`config.mk`:
```
export PLATFORM = sky130hd
export DESIGN_NAME = if_prefetch
export DESIGN_NICKNAME = d
export VERILOG_FILES = /design/src/rtl/if_prefetch_pkg.sv /design/src/rtl/if_prefetch_fifo.sv /design/src/rtl/if_prefetch.sv
export SDC_FILE = /design/constraint.sdc
export NUM_CORES = 1
export LEC_CHECK = 0
export ABC_CLOCK_PERIOD_IN_PS = 4100
export CAP_MARGIN = 20
export CORE_MARGIN = 1.5
export CORE_UTILIZATION = 50
export CTS_CLUSTER_SIZE = 12
export DETAILED_ROUTE_END_ITERATION = 8
export PLACE_DENSITY = 0.76
export SLEW_MARGIN = 20
export SYNTH_ARGS = -nofsm -noshare
export SYNTH_HDL_FRONTEND = slang
export SYNTH_SLANG_ARGS = --single-unit
```
`constraint.sdc`:
```
create_clock -name clk -period 4.1 [get_ports clk]
set_clock_uncertainty 0.05 [all_clocks]
set_input_delay 1.23 -clock clk [delete_from_list [all_inputs] [get_ports clk]]
set_output_delay 1.23 -clock clk [all_outputs]
set_load 0.1 [all_outputs]
```
`src/rtl/if_prefetch_pkg.sv`:
```
// if_prefetch_pkg
// Shared definitions for the instruction-fetch front end: default widths,
// reset PC, NOP encoding, PC step and the fetch request FSM encoding.
package if_prefetch_pkg;

  localparam int          XLEN_DEFAULT     = 32;
  localparam int          DEPTH_DEFAULT    = 4;
  localparam logic [31:0] RESET_PC_DEFAULT = 32'h0000_0000;
  localparam logic [31:0] NOP_INST         = 32'h0000_0013;
  localparam int unsigned PC_INC           = 32'd4;

  // IDLE: no request outstanding; REQ: request whose data will be queued;
  // REQ_DROP: request still outstanding but made stale by a redirect.
  typedef enum logic [1:0] {
    ST_IDLE     = 2'd0,
    ST_REQ      = 2'd1,
    ST_REQ_DROP = 2'd2
  } fetch_state_e;

endpackage : if_prefetch_pkg

```
`src/rtl/if_prefetch_fifo.sv`:
```
// if_prefetch_fifo
// DEPTH-entry circular buffer of {pc, instruction} pairs feeding decode.
// Ports:
//   clk, rst            clock and synchronous active-high reset
//   flush               synchronous clear of all entries (wins over push/pop)
//   push, push_pc/inst  write one entry at the tail
//   pop                 remove the head entry
//   head_valid/pc/inst  combinational view of the head entry
//   count               number of valid entries (0..DEPTH)
module if_prefetch_fifo #(
  parameter int XLEN  = 32,
  parameter int DEPTH = 4
) (
  input  logic                   clk,
  input  logic                   rst,
  input  logic                   flush,
  input  logic                   push,
  input  logic [XLEN-1:0]        push_pc,
  input  logic [XLEN-1:0]        push_inst,
  input  logic                   pop,
  output logic                   head_valid,
  output logic [XLEN-1:0]        head_pc,
  output logic [XLEN-1:0]        head_inst,
  output logic [$clog2(DEPTH):0] count
);

  localparam int            AW       = $clog2(DEPTH);
  localparam logic [AW:0]   FULL_CNT = (AW+1)'(DEPTH);
  localparam logic [AW:0]   CNT_ZERO = {(AW+1){1'b0}};
  localparam logic [AW:0]   CNT_ONE  = (AW+1)'(1);
  localparam logic [AW-1:0] PTR_ZERO = {AW{1'b0}};
  localparam logic [AW-1:0] PTR_ONE  = AW'(1);

  logic [2*XLEN-1:0] mem [DEPTH];
  logic [AW-1:0]     head_r;
  logic [AW-1:0]     tail_r;
  logic [AW:0]       count_r;
  logic              do_push_s;
  logic              do_pop_s;

  // Qualify push/pop so the buffer never overflows or underflows.
  always_comb begin
    do_push_s = push & (count_r != FULL_CNT);
    do_pop_s  = pop  & (count_r != CNT_ZERO);
  end

  // Pointer and occupancy update; pointers wrap naturally at DEPTH.
  always_ff @(posedge clk) begin
    if (rst) begin
      head_r  <= PTR_ZERO;
      tail_r  <= PTR_ZERO;
      count_r <= CNT_ZERO;
    end else if (flush) begin
      head_r  <= PTR_ZERO;
      tail_r  <= PTR_ZERO;
      count_r <= CNT_ZERO;
    end else begin
      if (do_push_s) tail_r <= tail_r + PTR_ONE;
      if (do_pop_s)  head_r <= head_r + PTR_ONE;
      case ({do_push_s, do_pop_s})
        2'b10:   count_r <= count_r + CNT_ONE;
        2'b01:   count_r <= count_r - CNT_ONE;
        default: count_r <= count_r;
      endcase
    end
  end

  // Entry storage; contents are only observed while the entry is counted.
  always_ff @(posedge clk) begin
    if (do_push_s && !flush && !rst) begin
      mem[tail_r] <= {push_pc, push_inst};
    end
  end

  // Head view for decode.
  always_comb begin
    head_valid           = (count_r != CNT_ZERO);
    {head_pc, head_inst} = mem[head_r];
  end

  assign count = count_r;

endmodule : if_prefetch_fifo

```
`src/rtl/if_prefetch.sv`:
```
// if_prefetch
// Instruction-fetch front end: registered fetch PC, single-outstanding
// memory request handshake and a DEPTH-entry prefetch queue toward decode.
// A redirect from EX flushes the queue; a request still in flight at the
// time of a redirect completes and its data is thrown away.
// Ports:
//   clk, rst              clock, synchronous active-high reset
//   ex_if_pce, ex_if_pc   one-cycle redirect strobe and target
//   stl                   blocks issue of new requests
//   mem_req, mem_addr     registered fetch request and word address
//   mem_ack, mem_data     one-cycle response strobe and instruction word
//   id_valid/pc/is        queue head toward decode (zeroed when invalid)
//   id_ready              decode consumes head on id_valid & id_ready
module if_prefetch
  import if_prefetch_pkg::*;
#(
  parameter int              XLEN     = XLEN_DEFAULT,
  parameter int              DEPTH    = DEPTH_DEFAULT,
  parameter logic [XLEN-1:0] RESET_PC = XLEN'(RESET_PC_DEFAULT)
) (
  input  logic            clk,
  input  logic            rst,
  input  logic            ex_if_pce,
  input  logic [XLEN-1:0] ex_if_pc,
  input  logic            stl,
  output logic            mem_req,
  output logic [XLEN-1:0] mem_addr,
  input  logic            mem_ack,
  input  logic [XLEN-1:0] mem_data,
  output logic            id_valid,
  output logic [XLEN-1:0] id_pc,
  output logic [XLEN-1:0] id_is,
  input  logic            id_ready
);

  localparam int            AW        = $clog2(DEPTH);
  localparam logic [AW+1:0] OCC_LIMIT = (AW+2)'(DEPTH);

  fetch_state_e    state_r;
  logic [XLEN-1:0] fetch_pc_r;
  logic [XLEN-1:0] target_s;
  logic [AW:0]     fifo_count_s;
  logic [AW+1:0]   occupancy_s;
  logic            room_s;
  logic            fifo_push_s;
  logic            fifo_pop_s;
  logic            head_valid_s;
  logic [XLEN-1:0] head_pc_s;
  logic [XLEN-1:0] head_inst_s;
  logic            target_lsb_unused;

  assign target_lsb_unused = ^ex_if_pc[1:0];

  // Redirect target alignment, slot reservation and queue controls.
  always_comb begin
    target_s    = {ex_if_pc[XLEN-1:2], 2'b00};
    // The outstanding request already owns a slot in the queue.
    occupancy_s = {1'b0, fifo_count_s} + {{(AW+1){1'b0}}, mem_req};
    room_s      = (occupancy_s < OCC_LIMIT);
    fifo_push_s = mem_ack & (state_r == ST_REQ) & ~ex_if_pce;
    fifo_pop_s  = head_valid_s & id_ready & ~ex_if_pce;
  end

  // Request FSM with fetch PC; mem_req/mem_addr are registered here.
  always_ff @(posedge clk) begin
    if (rst) begin
      state_r    <= ST_IDLE;
      mem_req    <= 1'b0;
      mem_addr   <= {XLEN{1'b0}};
      fetch_pc_r <= RESET_PC;
    end else begin
      case (state_r)
        ST_IDLE: begin
          if (ex_if_pce) begin
            fetch_pc_r <= target_s;
          end else if (!stl && room_s) begin
            state_r  <= ST_REQ;
            mem_req  <= 1'b1;
            mem_addr <= fetch_pc_r;
          end
        end
        ST_REQ: begin
          if (mem_ack) begin
            state_r <= ST_IDLE;
            mem_req <= 1'b0;
            // Redirect in the ack cycle discards the data without arming drop.
            if (ex_if_pce) fetch_pc_r <= target_s;
            else           fetch_pc_r <= fetch_pc_r + XLEN'(PC_INC);
          end else if (ex_if_pce) begin
            state_r    <= ST_REQ_DROP;
            fetch_pc_r <= target_s;
          end
        end
        ST_REQ_DROP: begin
          if (mem_ack) begin
            state_r <= ST_IDLE;
            mem_req <= 1'b0;
          end
          if (ex_if_pce) fetch_pc_r <= target_s;
        end
        default: begin
          state_r  <= ST_IDLE;
          mem_req  <= 1'b0;
        end
      endcase
    end
  end

  if_prefetch_fifo #(
    .XLEN  (XLEN),
    .DEPTH (DEPTH)
  ) u_fifo (
    .clk        (clk),
    .rst        (rst),
    .flush      (ex_if_pce),
    .push       (fifo_push_s),
    .push_pc    (mem_addr),
    .push_inst  (mem_data),
    .pop        (fifo_pop_s),
    .head_valid (head_valid_s),
    .head_pc    (head_pc_s),
    .head_inst  (head_inst_s),
    .count      (fifo_count_s)
  );

  // Decode-facing view; payload is forced to zero while nothing is valid.
  always_comb begin
    id_valid = head_valid_s;
    if (head_valid_s) begin
      id_pc = head_pc_s;
      id_is = head_inst_s;
    end else begin
      id_pc = {XLEN{1'b0}};
      id_is = {XLEN{1'b0}};
    end
  end

endmodule : if_prefetch

```
==> After elaboration in Yosys (flattened, before gate mapping) <==
Memory sizes are Yosys's and may differ from the RTL's. A register that Yosys moved wholly into a read port is not among the register bits.
Index checks and enable logic that the tools add are counted.
{ "word_totals": {"regBits": 74, "ram_bits": 256, "input_bits": 70, "output_inout_bits": 98, "wordCells": 69, "mem_count": 1} }
{ "op_classes": {"addsub": 6, "magnitude_cmp": 1, "n_eq_ne": 10, "muxes": 21, "bitwise": 7, "n_reduce_logical": 16} }
{ "mem_list": {"columns": ["name", "words", "word_bits", "read_ports", "rd_clocked_by_memory_dff", "write_ports", "line_no", "text"], "rows": [
  ["u_fifo.mem", 4, 64, 1, 1, 1, "if_prefetch_fifo.sv:34", "logic [2*XLEN-1:0] mem [DEPTH];"]
]} }
{ "op_table": {"columns": ["operator", "n"], "rows": [
  ["32-bit 2-to-1 mux", 5],
  ["32-bit one-hot mux with 2 select lines", 1],
  ["32-bit by 3-bit adder with 32-bit output (second input constant)", 1],
  ["2-bit 2-to-1 mux", 7],
  ["1-bit AND", 6],
  ["2-bit inequality test (second input constant)", 3],
  ["3-bit inequality test (second input constant)", 2],
  ["2-bit one-hot mux with 3 select lines", 1],
  ["3-bit one-hot mux with 2 select lines", 1],
  ["3-bit AND reduction", 2],
  ["2-bit OR reduction", 3],
  ["1-bit 2-to-1 mux", 5],
  ["2-bit by 1-bit adder with 2-bit output (second input constant)", 2],
  ["3-bit by 1-bit adder with 4-bit output", 1],
  ["2-bit by 1-bit == test with 1-bit output (second input constant)", 2],
  ["2-bit == test (second input constant)", 2],
  ["4-bit by 3-bit < comparator with 1-bit output (second input constant)", 1],
  ["4-bit AND reduction", 1],
  ["2-bit nonzero test", 2],
  ["3-bit by 1-bit adder with 3-bit output (second input constant)", 1],
  ["1-bit logical AND", 3],
  ["1-bit logical NOT", 3],
  ["3-bit nonzero test", 1],
  ["3-bit by 1-bit subtractor with 3-bit output (second input constant)", 1],
  ["4 further kinds", 4]
]} }

==> Longest topological paths before layout <==
{ "logic_depth": {"word_depth": 8, "ltp_mapped": 12, "ltp_nobuf": 11} }

==> Cells and area by module <==
From an unflattened synthesis, not the netlist that was laid out.
{ "hier_totals": {"cells_unflattened": 925, "hier_area_um2": 13795.7} }
{ "modules_own_cells": {"columns": ["mod", "n_inst", "cells_per_inst", "area_each_um2", "seq_area_each_um2"], "rows": [
  ["if_prefetch_fifo", 1, 386, 9701.8, 7867.5],
  ["if_prefetch", 1, 539, 4093.9, 1341.3]
]} }

==> Least setup slack after synthesis <==
Ideal clock, no wire load.
{ "synth_timing": {"path_kind": "in2reg", "from": "input ex_if_pce", "to": "memory u_fifo.mem[3][0] in the netlist's numbering, enable pin", "setup_ns": 0.429, "arrival_time_ns": 3.460, "t_required_ns": 3.621, "slack_ns": 0.161, "stages": 5, "path_buffers": 2, "cell_sequence": "clkbuf_1 -> nor2b_1 -> and3_1 -> clkbuf_1 -> and3_1"} }
{ "synth_via": {"elab_chain_cells": 7, "word_cells_on_any_way": 8, "cone_classes": "mux (2); bitwise (3); reduce/logical (3)"} }
{ "synth_rtl": {"columns": ["element", "line_no", "text"], "rows": [
  ["start, declared", "if_prefetch.sv:23", "input logic ex_if_pce,"],
  ["1-bit inverter", "if_prefetch.sv:60", "fifo_push_s = mem_ack & (state_r == ST_REQ) & ~ex_if_pce;"],
  ["1-bit AND", "if_prefetch.sv:60", null],
  ["1-bit AND", "if_prefetch_fifo.sv:43", "do_push_s = push & (count_r != FULL_CNT);"],
  ["1-bit logical AND (*) (2 in series)", "if_prefetch_fifo.sv:70", "if (do_push_s && !flush && !rst) begin"],
  ["1-bit 2-to-1 mux (*)", "if_prefetch_fifo.sv:70", null],
  ["1-bit 2-to-1 mux (not written as such) (*)", "if_prefetch_fifo.sv:71", "mem[tail_r] <= {push_pc, push_inst};"],
  ["end, declared", "if_prefetch_fifo.sv:34", null]
]} }
Mark *: on every way between the ends. The rest lies on a longest branch, timed or not.

==> results_dict.tcl <==
set metrics [dict create \
    status "complete, no violations" \
    maxSlewViolCount 0 \
    crit_slowest_cell "dfxtp_4" \
    holdPathEnd "mem_addr[0]" \
    clock_latency_ns 0.51 \
    drtIter0Drc 716 \
    start_util 0.5129 \
    peakVddDrop_mv 0.2587 \
    synth_area_leader_cell "edfxtp_1" \
    h-tree-depth 2 \
    syn_nets 943 \
    layout-drive-gt1-share 0.2436 \
    post_drt_wl_per_cell_um 20.53 \
    num_antenna_cells 0 \
    hold_path.class "reg -> reg" \
    grt_max_degree 68 \
    synth_cell_types 54 \
    cts_tree "done" \
    yosys.area.top_type_share 0.5719 \
    grt.total_usage 0.2074 \
    grt_pass1_wl_um 44620 \
    end_kind "primary output" \
    setup_violations 0 \
    reg2reg_slack_ns 1.20 \
    ys_warn_count 0 \
    die-area_mm2 0.02788 \
    synth_seq_cells 332 \
    num_rows 59 \
    yosys.cell_count.top_type "edfxtp_1" \
    synthFlopType "edfxtp_1" \
    die_width_um 167.0 \
    hold_path_startpoint "fetch_pc_r[0]" \
    grt_pass1_vias 7876 \
    clkTransAtPathRegs_ns 0.06 \
    syn_to_final_growth_pct 22.31 \
    port_buffers 165 \
    synth_area_leaders "edfxtp_1 57%, dfxtp_1 11%, mux4_2 11%, and2_1 3.0%, mux2i_1 2.5%" \
    clock_path_buffers 3 \
    root_buffer "clkbuf_16" \
    critPathArrivalTime_ns 2.39 \
    synth.avg_cell_area_um2 15.59 \
    fin_util 0.6274 \
    synth_edf_count 256 \
    r2r-start "state_r[0]" \
    synthCells 862 \
    cp.buffers_inverters 2 \
    path_cells "buf_12 -> mux4_2 -> and2_1 -> buf_4" \
    drtAntennaViolNets 0 \
    fp.dieH_um 167.0 \
    finalWeightedCongestion 0.8307 \
    ys_async_sr_fraction 0 \
    rsz0062_at_grt "no" \
    design_area_mm2 0.01644 \
    layout_setup_ws_ns 0.4340 \
    worstRegToRegCells 7 \
    core_mm2 0.02621 \
    post_cts_buffers 0 \
    ctsHoldBuffers 0 \
    reg2reg_to "fetch_pc_r[21]" \
    period_needed_ns 3.666 \
    path_class "reg -> out" \
    via_count 8037 \
    crit_cells 4 \
    via_per_inst 5.782 \
    fmax_mhz 272.8 \
    max_stage_delay_ns 0.58 \
    tightest_slew_ns 0.9609 \
    clock-sinks 332 \
    hold_depth 2 \
    cts_made_buffers 36 \
    hold_ws_ns 0.4174 \
    placed_area_mm2 0.01538 \
    nNetsFinal 1114 \
    p_leak_nw 5.794 \
    finalCritPeriodShare 0.8942 \
    critPathTopFamily "flip-flops" \
    overflow 0 \
    ys_seq_area_frac 0.6851 \
    crit_required_ns 2.82 \
    max_slew_margin 0.3574 \
    syn_area_mm2 0.01344 \
    power_density_mw_per_mm2 423.8 \
    dp_hpwl_um 17430 \
    tns_ns 0 \
    ios 168 \
    finalWirelength_um 28530 \
    pre_cts_slack_ns 0.3310 \
    hold_violations 0 \
    cts_resized 0 \
    yosys-top-cells-count "256 x edfxtp_1, 76 x dfxtp_1, 65 x and2_1" \
    cp-start-kind "register" \
    drc 0 \
    antenna_found_initial 0 \
    drt-pass1-iter-count 5 \
    maxCapViolCount 0 \
    worstPathMaxFanout 26 \
]
-- where the power goes --
part           leakage, nW  switching, W  internal, W
logic                 2.30      0.000211     0.000135
registers             2.96     0.0000462      0.00364
clock network        0.526       0.00124      0.00170
-- worst max path at each step --
stage	end	from	slack (ns)
final	id_pc[14]	register	0.43
after global routing	id_pc[14]	register	0.33
after CTS	id_pc[17]	register	0.39
after detailed placement	fetch_pc_r[21]	mem_ack	0.33
after global placement	fetch_pc_r[21]	mem_ack	0.31
after floorplan	u_fifo.mem[3][0]	ex_if_pce	0.16
-- placed cells by master, fill, tap and decap left out, types with 10 or more instances in the layout --
cell             instances
nand2_1                 25
or2_2                   10
a21oi_1                 30
buf_4                  109
o21ai_0                 13
a31oi_1                 10
nor2_1                  63
a22oi_1                 15
nand3_1                 15
and2_1                  65
dfxtp_1                 74
mux4_2                  64
clkbuf_16               37
mux2i_1                 34
nand4_1                 12
inv_1                   16
ha_1                    10
edfxtp_1               256
buf_12                  11
clkdlybuf4s50_1         67
-- flip-flops by register name, summed over array words and instances (netlist names), named ones only --
| signal | flops |
|---|---|
| u_fifo.mem | 256 |
| fetch_pc_r | 32 |
| mem_addr | 32 |
| u_fifo.count | 3 |
| state_r | 2 |
| u_fifo.head_r | 2 |
| u_fifo.tail_r | 2 |
| mem_req | 1 |
-- area by class of cell --
class | count | area, um^2
inverters | 16 | 60.06
clock inverters | 13 | 70.07
well taps | 335 | 419.2
flip-flops and latches | 332 | 9216
repair buffers | 188 | 1714
multi-input cells | 459 | 3968
clock buffers | 47 | 993.5
fillers | 1912 | 9766
-- per-stage QoR --
| stage | total power (W) | std cells |
|---|---|---|
| floorplan | 0.003954 | 862 |
| global placement | 0.004093 | 1330 |
| detailed placement | 0.004100 | 1330 |
| CTS | 0.007023 | 1390 |
| global route | 0.007173 | 1390 |
| finish | 0.006967 | 1390 |
-- metal layers --
layer  track usage  wire [um]  part of all wire  up-vias
met5             0          0                 0        -
met2        0.3338      13550              0.47      272
li1              -          -                 -     3682
met1        0.2900      12490              0.44     4025
met4       0.06087        700             0.025        0
met3       0.03921       1793             0.063       58
-- kinds of logic (layout without fill, tap and decap cells) --
group                      count (synthesis)  count (layout)  share of synthesized area
DFF                                      332             332                     0.6851
and+or+nand+nor                          240             240                    0.09504
AOI/OAI and AO/OA                        103             103                    0.05027
muxes                                     99              99                     0.1334
buffers and inverters                     71             264                    0.02150
adders and majority gates                 11              11                    0.01080
xor gates and xnor gates                   6               6                   0.003909
-- tightest hold or removal path: stages, from the launching register on --
cell     delay (ns)
dfxtp_1        0.31
nand3_1        0.06
a21oi_1        0.05
Power figures use the tool's default switching activity.
